### config.mk
export PLATFORM = sky130hd
export DESIGN_NAME = main_and_gate
export DESIGN_NICKNAME = d
export VERILOG_FILES = /design/src/rtl/main_and_gate.sv
export SDC_FILE = /design/constraint.sdc
export NUM_CORES = 1
export LEC_CHECK = 0
export CAP_MARGIN = 20
export CORE_MARGIN = 3
export CORE_UTILIZATION = 48
export CTS_CLUSTER_DIAMETER = 30
export CTS_CLUSTER_SIZE = 10
export DETAILED_ROUTE_END_ITERATION = 8
export GPL_ROUTABILITY_DRIVEN = 0
export PLACE_DENSITY_LB_ADDON = 0.1
export SYNTH_ARGS = -nofsm -noshare
export SYNTH_HDL_FRONTEND = slang
export SYNTH_SLANG_ARGS = --single-unit
### constraint.sdc
create_clock -name clk -period 1.68 [get_ports clk]
set_input_delay 0.336 -clock clk [delete_from_list [all_inputs] [get_ports clk]]
set_output_delay 0.336 -clock clk [all_outputs]
set_load 0.005 [all_outputs]
### src/rtl/main_and_gate.sv
// Glitch-filtered registered AND with edge pulses, coverage bits and a saturating rise counter; MAIN_AND_SYNC_EN selects a 2-flop synchronizer.
// Latency: input to v676ecb is 2+FILTER_LEN+1 cycles with MAIN_AND_SYNC_EN defined, otherwise 1+FILTER_LEN+1.
// Backpressure: none; the block samples every cycle and never stalls.
module main_and_gate #(
  parameter int FILTER_LEN = 4,
  parameter int COUNT_W    = 8
) (
  input  logic               clk,
  input  logic               rst_n,
  input  logic               va9742d,
  input  logic               va57306,
  input  logic               seen_clr,
  output logic               v676ecb,
  output logic               and_rise,
  output logic               and_fall,
  output logic [3:0]         seen,
  output logic [COUNT_W-1:0] rise_cnt
);

  localparam logic [7:0] FILT_LAST = 8'(FILTER_LEN - 1);

  logic       aCap, bCap;
  logic       aF, bF;
  logic [7:0] aCnt, bCnt;
  logic       andNow;

`ifdef MAIN_AND_SYNC_EN
  logic [1:0] aSync, bSync;

  always_ff @(posedge clk or negedge rst_n) begin
    if (!rst_n) begin
      aSync <= 2'b00;
      bSync <= 2'b00;
    end else begin
      aSync <= {aSync[0], va9742d};
      bSync <= {bSync[0], va57306};
    end
  end

  assign aCap = aSync[1];
  assign bCap = bSync[1];
`else
  logic aReg, bReg;

  always_ff @(posedge clk or negedge rst_n) begin
    if (!rst_n) begin
      aReg <= 1'b0;
      bReg <= 1'b0;
    end else begin
      aReg <= va9742d;
      bReg <= va57306;
    end
  end

  assign aCap = aReg;
  assign bCap = bReg;
`endif

  // A disagreement must persist FILTER_LEN consecutive cycles to be accepted.
  always_ff @(posedge clk or negedge rst_n) begin
    if (!rst_n) begin
      aF   <= 1'b0;
      aCnt <= 8'd0;
    end else if (aCap == aF) begin
      aCnt <= 8'd0;
    end else if (aCnt == FILT_LAST) begin
      aF   <= aCap;
      aCnt <= 8'd0;
    end else begin
      aCnt <= aCnt + 8'd1;
    end
  end

  always_ff @(posedge clk or negedge rst_n) begin
    if (!rst_n) begin
      bF   <= 1'b0;
      bCnt <= 8'd0;
    end else if (bCap == bF) begin
      bCnt <= 8'd0;
    end else if (bCnt == FILT_LAST) begin
      bF   <= bCap;
      bCnt <= 8'd0;
    end else begin
      bCnt <= bCnt + 8'd1;
    end
  end

  assign andNow = aF & bF;

  always_ff @(posedge clk or negedge rst_n) begin
    if (!rst_n) begin
      v676ecb  <= 1'b0;
      and_rise <= 1'b0;
      and_fall <= 1'b0;
    end else begin
      v676ecb  <= andNow;
      and_rise <= andNow & ~v676ecb;
      and_fall <= ~andNow & v676ecb;
    end
  end

  // Clear takes priority; the live combination is re-marked next cycle.
  always_ff @(posedge clk or negedge rst_n) begin
    if (!rst_n) begin
      seen <= 4'b0000;
    end else if (seen_clr) begin
      seen <= 4'b0000;
    end else begin
      seen <= seen | (4'b0001 << {bF, aF});
    end
  end

  always_ff @(posedge clk or negedge rst_n) begin
    if (!rst_n) begin
      rise_cnt <= '0;
    end else if (and_rise && (rise_cnt != {COUNT_W{1'b1}})) begin
      rise_cnt <= rise_cnt + COUNT_W'(1);
    end
  end

endmodule

# [Yosys cells after proc, flatten, opt, wreduce, memory -nomap -nowiden]
# Cells that the tools add are included.
[op_classes] n_addsub=3 n_reduce_logical=3 shifts=1 n_eq_ne=5 n_mux=5 bitwise=8
[ops] cell="$mux 8" n=4
[ops] cell="$add 8x1->8 const B" n=3
[ops] cell="$eq 8x2->1 const B" n=2
[ops] cell="$ne 8x8->1 const B" n=1
[ops] cell="$mux 4" n=1
[ops] cell="$not 1->1" n=4
[ops] cell="$or 4x4->4" n=1
[ops] cell="$reduce_and 2->1" n=2
[ops] cell="$shl 1x2->4 const A" n=1
[ops] cell="$and 1x1->1" n=3
[ops] cell="$eq 1x1->1" n=2
[ops] cell="$logic_and 1x1->1" n=1
[totals] inputBits=5 out_inout_bits=15 wordCells=36 regBits=35

# [Logic depth before layout (Yosys ltp)]
# Gate-level depths: netlist of the first run.
[depth] word_depth=3 mapped_depth=4 mapped_depth_nobuf=4

# [Worst setup path before layout of the first run]
# Ideal clock, no wire load.
[synth_timing] path_kind="reg-to-reg" startpoint="register aCnt[0]" endpoint="register aF" setup_ns=0.125 required_time_ns=1.555 period_less_slack_ns=1.662 arrival_time_ns=1.537 path_slack_ns=0.018 n_path_buf=0 stages_incl_launch_ff=5 cell_sequence="dfrtp_1 ha_1 or4b_4 nor4_2 mux2_2"
[synth_between] elab_chain_len=2
[synth_rtl] item="from (decl)" line="24" text="logic [7:0] aCnt, bCnt;"
[synth_rtl] item="from (signal assigned)" line="70" text="aCnt <= aCnt + 8'd1;"
[synth_rtl] item="$eq 8x2->1" line="66" text="end else if (aCnt == FILT_LAST) begin"
[synth_rtl] item="$reduce_and 2->1 (no source line)"
[synth_rtl] item="to (signal assigned)" line="67" text="aF <= aCap;"
[synth_rtl] item="to (decl)" line="23" text="logic aF, bF;"
# No other way between the ends.
# A chain may end at the register's enable or synchronous reset.

# [Worst setup path in the final report of the first run]
[layout_timing] startpoint="register aCnt[1]" endpoint="register aF"
# Same word-level chain as after synthesis.

==> results of run 1 <==
[per-layer routing]
layer  global-route usage  vias to the layer above
met4               0.0689                        0
met2                0.266                       22
met5                    0                        -
met1                0.183                      568
met3               0.0540                        8
li1                     -                      563
[worst max-delay path by stage]
stage	startpoint	to	slack [ns]	cells after the start
after CTS	aCnt[1]	aF	-0.02	4
final	aCnt[1]	aF	-0.02	4
after global placement	aCnt[0]	aF	0.08	4
after floorplan	aCnt[0]	aF	0.02	4
after global routing	aCnt[1]	aF	-0.06	4
after detailed placement	aCnt[1]	aF	-0.01	4
[critical path: cells and delay by family, from the launching register on]
| family | cells | cell delay (ns) |
|---|---|---|
| and+or+nand+nor | 2 | 0.69 |
| DFF | 1 | 0.38 |
| muxes | 1 | 0.33 |
| adders and majority gates | 1 | 0.18 |
[Yosys cell counts, drive strengths merged]
library cell | instances | area (µm²)
nor4 | 1 | 12.5
or4b | 1 | 13.8
mux2 | 3 | 33.8
or3 | 6 | 37.5
xor2 | 5 | 43.8
a21oi | 13 | 65.1
and3 | 1 | 6.26
o211ai | 2 | 15.0
a21boi | 1 | 7.51
a21o | 1 | 7.51
nor4b | 1 | 8.76
dfrtp | 35 | 876
o41ai | 1 | 27.5
nand4 | 3 | 18.8
nand2 | 5 | 18.8
buf | 1 | 11.3
a31o | 1 | 8.76
nor2 | 16 | 60.1
ha | 5 | 62.6
and4 | 2 | 17.5
xnor2 | 7 | 61.3
a31oi | 1 | 6.26
inv | 7 | 26.3
nor3 | 1 | 5.00
nand3 | 9 | 45.0
nand2b | 1 | 6.26
and2 | 2 | 12.5
o21ai | 8 | 40.0
[registers in the layout (all words and copies together), names as in the netlist]
name	cells
bCap	1
seen	4
and_rise	1
v676ecb	1
rise_cnt	8
bCnt	8
aF	1
bF	1
and_fall	1
aCap	1
aCnt	8
[layout make-up]
class	instances	area, µm²	share of cell area
Tap cell	44	55.1	0.0279
Clock inverter	2	12.5	0.00633
Sequential cell	35	877	0.444
Clock buffer	6	41.3	0.0209
Timing Repair Buffer	30	288	0.146
Inverter	7	26.3	0.0133
Multi-Input combinational cell	97	676	0.342
[where the power goes]
group          total (mW)  internal [mW]  switching, mW
Combinational       0.859          0.480          0.379
Sequential           1.19           1.02          0.177
Clock               0.445          0.161          0.283
[cells by family after synthesis]
kind of cell    after synthesis
fa+ha+maj                     5
flops                        35
simple gates                 49
compound gates               28
buf+inv                       8
mux                           3
xor+xnor                     12
[what timing repair did]
item	4_1_cts	5_1_grt
gates resized for setup	2	9
hold endpoints to repair	0	0
buffers inserted	2	2
pin swaps	0	3
setup endpoints to repair	3	12
[metrics by stage]
stage          setup slack [ns]  hold slack [ns]  TNS (ns)  instances
6_report                -0.0165            0.347   -0.0165        221
5_1_grt                 -0.0601            0.341    -0.258        221
4_1_cts                 -0.0236            0.339   -0.0236        219
3_5_place_dp            -0.0107            0.458   -0.0107        209
3_3_place_gp             0.0770            0.456         0        209
2_1_floorplan            0.0178           0.0404         0        140
==> flow_summary.yaml, run 1 <==
run_status:
  run_status: "complete, but fails checks"
  failed_checks: "setup timing"
setup_path:
  crit_fanout: 2
  critPathKind: "flip-flop to flip-flop"
  worst_setup_start_kind: "flip-flop"
  critical_path.endpoint_type: "flip-flop"
  critPathRequiredTime_ns: 1.90
  cpPeakStageDelay_ns: 0.50
  rr_startpoint: "aCnt[1]"
  cp_slowest_cell: "sky130_fd_sc_hd__or4b_4"
  worstPathCellList: "ha_2 -> or4b_4 -> nor4_4 -> mux2_4"
  r2r_cells: 4
  regToRegEndpoint: "aF"
  reg2reg_slack_ns: -0.02
  cp_data_arrival_time_ns: 1.92
synth:
  yosys.area_share.simple: 0.169
  synth_compound_area_frac: 0.114
  synthesized_instance_count: 140
  ys_seq_area_frac: 0.563
  syn_area_um2: 1560
  synth_adder_area_share: 0.0402
  synth_nets: 150
  yosys.cell_types.count: 28
  ys_ff_latch: 35
  yosys_warnings: 0
  synthMuxAreaShare: 0.0217
  largest_family_of_logic_cells_by_synthesized_area: "simple AND/OR/NAND/NOR gates"
  yosys.area_share.xor_xnor: 0.0676
  postSynthAreaPerCell_um2: 11.1
route:
  ant_nets: 0
  wl_met3_um: 129
  wl_per_cell_um: 12.6
  vias_per_cell: 5.25
  remaining_drc_errors: 0
  detailroute.via_count: 1161
  drtIter0Drc: 40
  route.final.wire_length_um: 2780
  met1_length_um: 1230
  met2WireLength_um: 1370
  top_layer_used: "met4"
  drtPass1Iterations: 4
cells_and_area:
  layout.filler_cells: 271
  layout.cells.most_common_list: "34 x sky130_fd_sc_hd__dfrtp_1, 18 x sky130_fd_sc_hd__clkdlybuf4s50_1, 13 x sky130_fd_sc_hd__nor2_1, 10 x sky130_fd_sc_hd__a21oi_1, 10 x sky130_fd_sc_hd__buf_4"
  area_delta_synth_final_pct: 27.0
  final_cell_area_um2: 1980
  mostFrequentLayoutCell: "sky130_fd_sc_hd__dfrtp_1"
  postLayoutCoreUtil: 0.642
  diodes: 0
  nNetsFinal: 186
  fraction_of_final_layout_cells_with_drive_strength_greater_than_1: 0.186
sta:
  post-route-worst-setup-slack_ns: -0.0165
  finalWorstPathRequiredPeriod_ns: 1.70
  hold_viol: 0
  timing_max_transition_violations_final: 0
  setup_viol_count_final: 1
  fmax_mhz: 589
  maxSlewHeadroom: 0.763
  skew_ns: 0.00950
  grt_setup_unrepaired: "true"
  worst_tran_pin_value_ns: 0.352
  finalCritPeriodShare: 1.01
clocking:
  cts_htree_levels: 2
  tritoncts.num_buffers: 5
  clock_latency_at_the_later_pin_of_the_worst_skew_pair_ns: 0.34
  cts_tree: "yes"
  cts.sinks: 35
  clk_root_buffer_cell: "sky130_fd_sc_hd__clkbuf_4"
  clkTransAtPathRegs_ns: 0.11
  cts_hold_buffers: 0
  cts_buffer_depth: 2
global_routing:
  grt_pass1_wl_um: 5000
  global_route.overflow_total: 0
  groute.usage.overall: 0.159
  antenna_found_initial: 0
  grt_start_max_net_pins: 36
  grt_pass1_vias: 1201
hold_path:
  timing.hold.worst.class: "input pin to asynchronous set/reset pin"
floorplan:
  y_dimension_of_the_die_um: 62.9
  dieWidth_um: 62.9
  rows: 20
  die_area_um2: 3960
  ioPinCount: 20
  core_area_um2: 3080
  initial_core_util: 0.505
pwr:
  report.power.total_mw: 2.50
  p_leak_nw: 0.863
  ir_drop_mv: 0.905
  power-per-cell-area_nw_per_um2: 1260
place:
  dpl.hpwl_um: 1980
  postPlaceCellArea_um2: 1850
  buffer_ports.inserted: 19
run:
  cap_violations: 0
Power figures use the tool's default switching activity.
==> inputs of run 2 (changes only) <==
Settings changed: ABC_AREA from default to 1, CELL_PAD_IN_SITES_DETAIL_PLACEMENT from default to 0, CELL_PAD_IN_SITES_GLOBAL_PLACEMENT from default to 1, CORE_ASPECT_RATIO from default to 2, CORE_UTILIZATION 48 to 37.
==> run 2 against run 1 <==
Compared with the run above:
- the run now ends clean
- design area increased by 4.7%
- total power barely moved
- clock power grew 51%
- via count is 10% higher
- area after synthesis increased by 8.5%
- sequential share of layout area fell by 1.9 points
- fmax up 5.8%
- sequential cell count unchanged
- worst setup slack better by 0.094 ns
- synthesized cell count grew 38%
- highest routed layer unchanged
==> flow_summary.yaml, run 2 <==
run_status:
  run_status: "completed"
setup_path:
  worst_setup_start_kind: "flip-flop"
  critPathRequiredTime_ns: 1.34
  cp_slowest_cell: "sky130_fd_sc_hd__clkdlybuf4s50_1"
  critical_path_buf_inv_count: 1
  critical_path_depth: 1
  critical_path.endpoint_type: "output port"
  critPathTopFamily: "buffers and inverters"
  crit_fanout: 7
  cp_data_arrival_time_ns: 1.27
  worstPathCellList: "clkdlybuf4s50_1"
  r2r_cells: 8
  critPathKind: "flip-flop to output port"
  cpPeakStageDelay_ns: 0.54
run:
  cap_violations: 0
synth:
  share_of_the_synthesized_area_in_the_top_cell_type: 0.519
  synthesized_instance_count: 193
  syn_area_um2: 1690
  postSynthAreaPerCell_um2: 8.75
  ys_ff_latch: 35
  synth_enable_flop_cells: 0
  yosys_warnings: 0
  yosys.cell_types.count: 22
  synth-main-ff-cell: "sky130_fd_sc_hd__dfrtp_1"
  ys_seq_area_frac: 0.519
  postSynth.asyncResetShare: 1.00
  synth_largest_area_cell: "sky130_fd_sc_hd__dfrtp_1"
  synthTopCellsByCount: "44 x sky130_fd_sc_hd__nand2_1, 35 x sky130_fd_sc_hd__dfrtp_1, 33 x sky130_fd_sc_hd__nor2_1"
  yosysMostFrequentCell: "sky130_fd_sc_hd__nand2_1"
  post_synth_main_area_contributors: "sky130_fd_sc_hd__dfrtp_1 52%, sky130_fd_sc_hd__nand2_1 9.8%, sky130_fd_sc_hd__nor2_1 7.3%"
  synth_nets: 203
global_routing:
  global_route.overflow_total: 0
  groute.usage.overall: 0.150
  antenna_found_initial: 0
  grt_start_max_net_pins: 36
  grt_pass1_vias: 1363
  grt_pass1_wl_um: 5930
cells_and_area:
  diodes: 0
  postLayoutCoreUtil: 0.472
  nNetsFinal: 230
  area_delta_synth_final_pct: 22.5
  fraction_of_final_layout_cells_with_drive_strength_greater_than_1: 0.113
  mostFrequentLayoutCell: "sky130_fd_sc_hd__nand2_1"
  final_cell_count_no_fill: 275
  final_cell_area_um2: 2070
  registers_with_the_highest_flip_flop_counts: "aCnt (8), bCnt (8), rise_cnt (8)"
  layout.cells.most_common_list: "44 x sky130_fd_sc_hd__nand2_1, 33 x sky130_fd_sc_hd__nor2_1, 33 x sky130_fd_sc_hd__dfrtp_1, 26 x sky130_fd_sc_hd__inv_1, 19 x sky130_fd_sc_hd__clkdlybuf4s50_1"
sta:
  setup_viol_count_final: 0
  post-route-worst-setup-slack_ns: 0.0771
  hold_viol: 0
  skew_ns: 0.00351
  grt_setup_unrepaired: "false"
  finalWorstPathRequiredPeriod_ns: 1.60
  worst_tran_pin_value_ns: 0.243
  fmax_mhz: 624
  timing.hold.ws_ns: 0.421
  maxSlewHeadroom: 0.837
  finalCritPeriodShare: 0.954
  final.setup.tns_ns: 0
  timing_max_transition_violations_final: 0
pwr:
  report.power.total_mw: 2.50
  ir_drop_mv: 0.681
  p_leak_nw: 0.991
  power-per-cell-area_nw_per_um2: 1210
floorplan:
  die_area_um2: 5460
  y_dimension_of_the_die_um: 102
  core_area_um2: 4380
  rows: 34
  dieWidth_um: 53.8
  ioPinCount: 20
  initial_core_util: 0.385
route:
  detailroute.via_count: 1278
  ant_nets: 0
  vias_per_cell: 4.65
  route.final.wire_length_um: 3270
  remaining_drc_errors: 0
  wl_per_cell_um: 11.9
  drtPass1Iterations: 4
  drtIter0Drc: 27
clocking:
  cts_hold_buffers: 0
  cts_tree: "yes"
  cts_buffer_depth: 2
  tritoncts.num_buffers: 5
  clock_latency_at_the_later_pin_of_the_worst_skew_pair_ns: 0.28
  cts.sinks: 35
  cts.repair_timing.setup_buffer_count: 0
  clk_root_buffer_cell: "sky130_fd_sc_hd__clkbuf_8"
  clkTransAtPathRegs_ns: 0.07
  cts_htree_levels: 2
hold_path:
  timing.hold.worst.class: "input pin to asynchronous set/reset pin"
place:
  pre_cts_ws_ns: 0.346
  place.detailed.instances: 267
  postPlaceCellArea_um2: 1970
  dpl.hpwl_um: 2470
  buffer_ports.inserted: 19
## run 2: cells by family after synthesis
kind of cell | synth area share
DFF | 0.519
AOI/OAI and AO/OA | 0.0393
buffers and inverters | 0.0630
and+or+nand+nor | 0.300
xor gates and xnor gates | 0.0415
adders and majority gates | 0.0371
## run 2: metal layers
layer  global-route usage  vias up  wire (µm)  share of wire
met5                    0        -          0              0
met2                0.258       23       1770           0.54
met1                0.153      595       1280           0.39
li1                     -      650          -              -
met3               0.0383       10        114          0.035
met4               0.0925        0        104          0.032
## run 2: power by group
part / switching, mW / internal [mW] / total, mW
clock network: 0.297 / 0.374 / 0.671
registers: 0.183 / 0.999 / 1.18
logic: 0.324 / 0.320 / 0.644
## run 2: area by class of cell
cell class,instances,area (µm²)
Clock buffer,8,100
Fill cell,424,2310
Inverter,27,106
Multi-Input combinational cell,131,706
Sequential cell,35,878
Tap cell,54,67.6
Timing Repair Buffer,20,210
## run 2: final timing paths
check / from / to / slack (ns)
min in group clk: v676ecb / and_rise / 0.46
max in group asynchronous: rst_n / aCnt[1] / 1.07
hold / removal: rst_n / rise_cnt[6] / 0.42
setup / recovery: rise_cnt[0] / rise_cnt[0] / 0.08
setup reg to reg: rise_cnt[0] / rise_cnt[0] / 0.37
hold reg to reg: v676ecb / and_rise / 0.46
## run 2: timing repair
item,4_1_cts,5_1_grt
endpoints found under the setup margin,0,2
endpoints found under the hold margin,0,0
gates resized for setup,0,2
## run 2: worst reg2reg max path, delay by kind of cell (launching register included)
family | cells | cell delay (ns)
adders and majority gates | 1 | 0.25
DFF | 1 | 0.45
and+or+nand+nor | 6 | 0.47
buffers and inverters | 1 | 0.04
